**src/rtl/regfile_dumper_if.sv**
```systemverilog
// regfile_dumper_if: start/range, register-file read port and output stream of the register dumper
interface regfile_dumper_if #(
    parameter int AW = 5,
    parameter int DW = 32
);
    logic          i_start;
    logic [AW-1:0] i_first_reg;
    logic [AW-1:0] i_last_reg;
    logic [AW-1:0] o_rd_addr;
    logic [DW-1:0] i_rd_data;
    logic          o_out_valid;
    logic          i_out_ready;
    logic [DW-1:0] o_out_data;
    logic [AW-1:0] o_out_addr;
    logic          o_out_last;
    logic          o_busy;
    logic          o_done;

    modport slave (
        input  i_start, i_first_reg, i_last_reg, i_rd_data, i_out_ready,
        output o_rd_addr, o_out_valid, o_out_data, o_out_addr, o_out_last, o_busy, o_done
    );

    modport master (
        output i_start, i_first_reg, i_last_reg, i_rd_data, i_out_ready,
        input  o_rd_addr, o_out_valid, o_out_data, o_out_addr, o_out_last, o_busy, o_done
    );
endinterface

```
**src/rtl/regfile_dumper.sv**
```systemverilog
// regfile_dumper: walks a register range and streams each word out; REGDUMP_CHECKSUM_EN appends an XOR checksum word
module regfile_dumper #(
    parameter int NREGS = 32,
    parameter int AW    = 5,
    parameter int DW    = 32
) (
    input  logic           clk,
    input  logic           myreset,
    regfile_dumper_if.slave bus
);
    localparam logic [2:0] S_IDLE  = 3'd0;
    localparam logic [2:0] S_FETCH = 3'd1;
    localparam logic [2:0] S_SEND  = 3'd2;
`ifdef REGDUMP_CHECKSUM_EN
    localparam logic [2:0] S_CKSUM = 3'd3;
`endif
    localparam logic [2:0] S_DONE  = 3'd4;

    logic [2:0]    r_state;
    logic [AW-1:0] r_cur;
    logic [AW-1:0] r_end;
    logic [AW-1:0] r_addr;
    logic [DW-1:0] r_data;
    logic          r_valid;
    logic          r_last;
    logic          r_busy;
    logic          r_done;
`ifdef REGDUMP_CHECKSUM_EN
    logic [DW-1:0] r_sum;
`endif
    logic          w_at_end;
    logic [AW-1:0] w_next;

    assign w_at_end = (r_cur == r_end);
    assign w_next   = (r_cur == AW'(NREGS - 1)) ? '0 : r_cur + 1'b1;

    assign bus.o_rd_addr   = (r_state == S_FETCH) ? r_cur : '0;
    assign bus.o_out_valid = r_valid;
    assign bus.o_out_data  = r_data;
    assign bus.o_out_addr  = r_addr;
    assign bus.o_out_last  = r_last;
    assign bus.o_busy      = r_busy;
    assign bus.o_done      = r_done;

    // Dump sequencer: one fetch cycle per register, then hold the word until the consumer takes it
    always_ff @(posedge clk) begin
        if (myreset) begin
            r_state <= S_IDLE;
            r_cur   <= '0;
            r_end   <= '0;
            r_addr  <= '0;
            r_data  <= '0;
            r_valid <= 1'b0;
            r_last  <= 1'b0;
            r_busy  <= 1'b0;
            r_done  <= 1'b0;
`ifdef REGDUMP_CHECKSUM_EN
            r_sum   <= '0;
`endif
        end else begin
            case (r_state)
                S_IDLE: if (bus.i_start) begin
                    r_cur   <= bus.i_first_reg;
                    r_end   <= bus.i_last_reg;
                    r_busy  <= 1'b1;
                    r_state <= S_FETCH;
`ifdef REGDUMP_CHECKSUM_EN
                    r_sum   <= '0;
`endif
                end
                S_FETCH: begin
                    r_data  <= bus.i_rd_data;
                    r_addr  <= r_cur;
                    r_valid <= 1'b1;
                    r_state <= S_SEND;
`ifdef REGDUMP_CHECKSUM_EN
                    r_last  <= 1'b0;
                    r_sum   <= r_sum ^ bus.i_rd_data;
`else
                    r_last  <= w_at_end;
`endif
                end
                S_SEND: if (bus.i_out_ready) begin
                    if (w_at_end) begin
`ifdef REGDUMP_CHECKSUM_EN
                        r_data  <= r_sum;
                        r_addr  <= '0;
                        r_last  <= 1'b1;
                        r_state <= S_CKSUM;
`else
                        r_valid <= 1'b0;
                        r_busy  <= 1'b0;
                        r_done  <= 1'b1;
                        r_state <= S_DONE;
`endif
                    end else begin
                        r_cur   <= w_next;
                        r_valid <= 1'b0;
                        r_state <= S_FETCH;
                    end
                end
`ifdef REGDUMP_CHECKSUM_EN
                S_CKSUM: if (bus.i_out_ready) begin
                    r_valid <= 1'b0;
                    r_busy  <= 1'b0;
                    r_done  <= 1'b1;
                    r_state <= S_DONE;
                end
`endif
                S_DONE: begin
                    r_done  <= 1'b0;
                    r_state <= S_IDLE;
                end
                default: r_state <= S_IDLE;
            endcase
        end
    end
endmodule

```
**src/flat_wrapper.sv**
```systemverilog
// flat-port wrapper written by rule: the top's interface ports become plain ports
module regfile_dumper_flat 
#(
    parameter int NREGS = 32,
    parameter int AW    = 5,
    parameter int DW    = 32
)
  (clk, myreset, bus_i_start, bus_i_first_reg, bus_i_last_reg, bus_i_rd_data, bus_i_out_ready, bus_o_rd_addr, bus_o_out_valid, bus_o_out_data, bus_o_out_addr, bus_o_out_last, bus_o_busy, bus_o_done);
  regfile_dumper_if #(.AW(AW), .DW(DW)) bus_i ();
  input  logic clk;
  input  logic myreset;
  input wire logic [$bits(bus_i.i_start)-1:0] bus_i_start;
  input wire logic [$bits(bus_i.i_first_reg)-1:0] bus_i_first_reg;
  input wire logic [$bits(bus_i.i_last_reg)-1:0] bus_i_last_reg;
  input wire logic [$bits(bus_i.i_rd_data)-1:0] bus_i_rd_data;
  input wire logic [$bits(bus_i.i_out_ready)-1:0] bus_i_out_ready;
  output wire logic [$bits(bus_i.o_rd_addr)-1:0] bus_o_rd_addr;
  output wire logic [$bits(bus_i.o_out_valid)-1:0] bus_o_out_valid;
  output wire logic [$bits(bus_i.o_out_data)-1:0] bus_o_out_data;
  output wire logic [$bits(bus_i.o_out_addr)-1:0] bus_o_out_addr;
  output wire logic [$bits(bus_i.o_out_last)-1:0] bus_o_out_last;
  output wire logic [$bits(bus_i.o_busy)-1:0] bus_o_busy;
  output wire logic [$bits(bus_i.o_done)-1:0] bus_o_done;
  assign bus_i.i_start = bus_i_start;
  assign bus_i.i_first_reg = bus_i_first_reg;
  assign bus_i.i_last_reg = bus_i_last_reg;
  assign bus_i.i_rd_data = bus_i_rd_data;
  assign bus_i.i_out_ready = bus_i_out_ready;
  assign bus_o_rd_addr = bus_i.o_rd_addr;
  assign bus_o_out_valid = bus_i.o_out_valid;
  assign bus_o_out_data = bus_i.o_out_data;
  assign bus_o_out_addr = bus_i.o_out_addr;
  assign bus_o_out_last = bus_i.o_out_last;
  assign bus_o_busy = bus_i.o_busy;
  assign bus_o_done = bus_i.o_done;
  regfile_dumper #(.NREGS(NREGS), .AW(AW), .DW(DW)) u_core (.clk(clk), .myreset(myreset), .bus(bus_i));
endmodule
```
**config.mk**
```make
export PLATFORM = sky130hd
export DESIGN_NAME = regfile_dumper_flat
export DESIGN_NICKNAME = d
export VERILOG_FILES = /design/src/rtl/regfile_dumper_if.sv /design/src/rtl/regfile_dumper.sv /design/src/flat_wrapper.sv
export SDC_FILE = /design/constraint.sdc
export NUM_CORES = 1
export LEC_CHECK = 0
export ABC_AREA = 1
export CORE_MARGIN = 8
export CORE_UTILIZATION = 45
export CTS_CLUSTER_SIZE = 24
export DETAILED_ROUTE_END_ITERATION = 10
export MAX_ROUTING_LAYER = met4
export PLACE_DENSITY_LB_ADDON = 0.1
export SLEW_MARGIN = 40
export SYNTH_ARGS = -nofsm -noshare
export SYNTH_HDL_FRONTEND = slang
export SYNTH_SLANG_ARGS = --single-unit
```
**constraint.sdc**
```tcl
create_clock -name clk -period 4.2 [get_ports clk]
set_clock_uncertainty 0.2 [all_clocks]
set_input_delay 0.63 -clock clk [delete_from_list [all_inputs] [get_ports clk]]
set_output_delay 0.63 -clock clk [all_outputs]
set_load 0.02 [all_outputs]
```
==> results.sh <==
export IMPL_first_iter_violations=150
export IMPL_io_buffers=91
export IMPL_holdCritPathClass="reg -> reg"
export IMPL_core_area_um2=4755
export IMPL_synth_edf_count=0
export IMPL_wl_per_cell_um=13.70
export IMPL_syn_nets=349
export IMPL_drtAntennaViolNets=0
export IMPL_grt_pass1_vias=2162
export IMPL_avgSynthCellArea_um2=7.428
export IMPL_grt_antenna_before_repair=0
export IMPL_p_leak_nw=1.341
export IMPL_hold_viol=0
export IMPL_dpl_cell_count=443
export IMPL_layout_worst_path_cycle_share_pct=78.71
export IMPL_worstMarginPinSlew_ns=0.7529
export IMPL_rsz0062_at_grt="no"
export IMPL_fillers=430
export IMPL_crit_arrival_ns=2.48
export IMPL_grt_overflow=0
export IMPL_final_setup_tns_ns=0
export IMPL_yosys_area_top_type="dfxtp_1"
export IMPL_setup_slack_ns=0.8944
export IMPL_cp_required_ns=3.37
export IMPL_routed_wl_um=6177
export IMPL_clock_path_buffers=2
export IMPL_synth_cells=301
export IMPL_cp_start_kind="flip-flop"
export IMPL_dp_worst_setup_slack_ns=1.238
export IMPL_ir_drop_mv=0.3118
export IMPL_async_flop_share_pct=0
export IMPL_ys_warn_count=0
export IMPL_synth_yosys_seq_area_share_pct=48.35
export IMPL_die_y_um=86.49
export IMPL_h_tree_depth=2
export IMPL_drive_gt1_share_pct=5.990
export IMPL_grt_pass1_wl_um=10330
export IMPL_whs_ns=0.2698
export IMPL_ctsHoldBuffers=0
export IMPL_num_vias=2188
export IMPL_synth_area_um2=2236
export IMPL_start_util_pct=47.03
export IMPL_cts_setup_buffers=0
export IMPL_grt_total_usage_pct=17.53
export IMPL_grt_max_degree=45
export IMPL_maxCapViolations=0
export IMPL_synth_area_top_cells="dfxtp_1 48%, nor2_1 14%, o21ai_0 7.8%"
export IMPL_finish_utilization_pct=67.87
export IMPL_status="finished, final reports clean"
export IMPL_setup_viol=0
export IMPL_instances_no_fill=451
export IMPL_num_rows=25
export IMPL_first_pass_iters=4
export IMPL_ctsResizeCount=0
export IMPL_synth_top_area_share_pct=48.35
export IMPL_antenna_cells=0
export IMPL_cts_reportedPaths_clkPinSlew_ns=0.10
export IMPL_die_area_um2=7481
export IMPL_clock_sinks=54
export IMPL_place_congestion=0.8008
export IMPL_route_detailed_drc=0
export IMPL_slew_viol_final=0
export IMPL_worstSkewPairLatency_ns=0.30
export IMPL_yosysUniqueCellTypes=27
export IMPL_numCtsBuffers=5
export IMPL_relSlewSlack_pct=49.74
export IMPL_area_growth_pct=44.32
export IMPL_end_kind="output pin"
export IMPL_dpl_hpwl_um=4468
export IMPL_path_class="reg -> out"
export IMPL_root_buffer="clkbuf_8"
export IMPL_ys_flop_type="dfxtp_1"
export IMPL_worst_path_max_fanout=44
export IMPL_p_per_area_nw_per_um2=437.9
export IMPL_fmax_ghz=0.3025
export IMPL_die_w_um=86.49
export IMPL_period_minus_slack_ns=3.306
export IMPL_fin_nets=431
export IMPL_viasPerCell=4.851
export IMPL_cts_tree="yes"
export IMPL_num_io_pins=92
export IMPL_synth_seq_cells=54
metrics by stage:
step / power, W / cell area [µm²]
floorplan: 0.0009334 / 2236
global placement: 0.001128 / 3137
detailed placement: 0.001134 / 3137
CTS: 0.001423 / 3227
global route: 0.001506 / 3227
finish: 0.001413 / 3227
cell families (layout without fill, tap and decap cells):
logic type / after synthesis / count (layout) / share of synthesized area [%]
AOI/OAI and AO/OA: 58 / 58 / 13.49
and+or+nand+nor: 146 / 146 / 27.92
buffers and inverters: 39 / 122 / 8.338
adders and majority gates: 2 / 2 / 1.119
DFF: 54 / 54 / 48.35
xor gates and xnor gates: 2 / 2 / 0.7836
cell usage after synthesis (3+ instances only):
cell type	count
nand3b_1	4
o21ai_0	35
a21oi_1	19
inv_1	18
nand3_1	8
buf_2	5
buf_6	4
dfxtp_1	54
nand2_1	40
clkbuf_1	7
nor2_1	83
inv_2	3
nand2_2	3
where the power goes:
group          internal (W)  leakage (nW)  switching (W)
Combinational      0.000212         0.852       0.000270
Sequential         0.000588         0.444      0.0000513
Clock              0.000118        0.0441       0.000173
Total              0.000918          1.34       0.000495
sequential cells by signal, summed over array words and instances, names as in the netlist:
signal and count:
u_core.bus.o_busy 1, u_core.bus.o_done 1, u_core.bus.o_out_addr 5, u_core.bus.o_out_data 32, u_core.bus.o_out_last 1, u_core.bus.o_out_valid 1
u_core.r_cur 5, u_core.r_end 5, u_core.r_state 3
layer usage:
metal	GRT usage, %	up-vias	part of all wire (%)
li1	-	1117	-
met1	20.50	979	43
met2	27.64	86	46
met3	6.427	6	9.5
met4	4.851	0	1.3
met5	-	-	0
critical path: stages, from the launching register on:
cell             delay [ns]
dfxtp_1                0.38
nor3_4                 0.19
buf_4                  0.32
inv_2                  0.36
nor2_1                 0.25
clkdlybuf4s50_1        0.64
path summary, 6_finish.rpt:
check | start | to | slack, ns | cells past startpoint
max reg2reg | u_core.r_cur[2]$_SDFFE_PP0P_ | u_core.r_cur[0]$_SDFFE_PP0P_ | 2.15 | 9
max | u_core.r_state[2]$_SDFFE_PP0P_ | bus_o_rd_addr[1] | 0.89 | 5
min reg2reg | u_core.bus.o_out_addr[3]$_SDFFE_PP0P_ | u_core.bus.o_out_addr[3]$_SDFFE_PP0P_ | 0.27 | 2
min | u_core.bus.o_out_addr[3]$_SDFFE_PP0P_ | u_core.bus.o_out_addr[3]$_SDFFE_PP0P_ | 0.27 | 2
final cells by class:
| class | count | area, µm² | area share, % |
|---|---|---|---|
| Sequential cell | 54 | 1081 | 33.50 |
| Tap cell | 67 | 83.83 | 2.598 |
| Timing Repair Buffer | 92 | 918.4 | 28.46 |
| Clock buffer | 5 | 68.82 | 2.133 |
| Inverter | 22 | 85.08 | 2.637 |
| Multi-Input combinational cell | 208 | 968.4 | 30.01 |
| Clock inverter | 3 | 21.27 | 0.6592 |
placed cells by master, fill, tap and decap left out, types with 2 or more instances in the layout:
cell type	n
clkdlybuf4s50_1	91
nor2_1	83
dfxtp_1	54
nand2_1	40
o21ai_0	35
a21oi_1	19
inv_1	17
nand3_1	8
clkbuf_8	5
inv_2	4
nand3b_1	4
nand2_2	3
nor2_4	2
nor2_2	2
nand4_1	2
ha_1	2
Power figures use the tool's default switching activity.
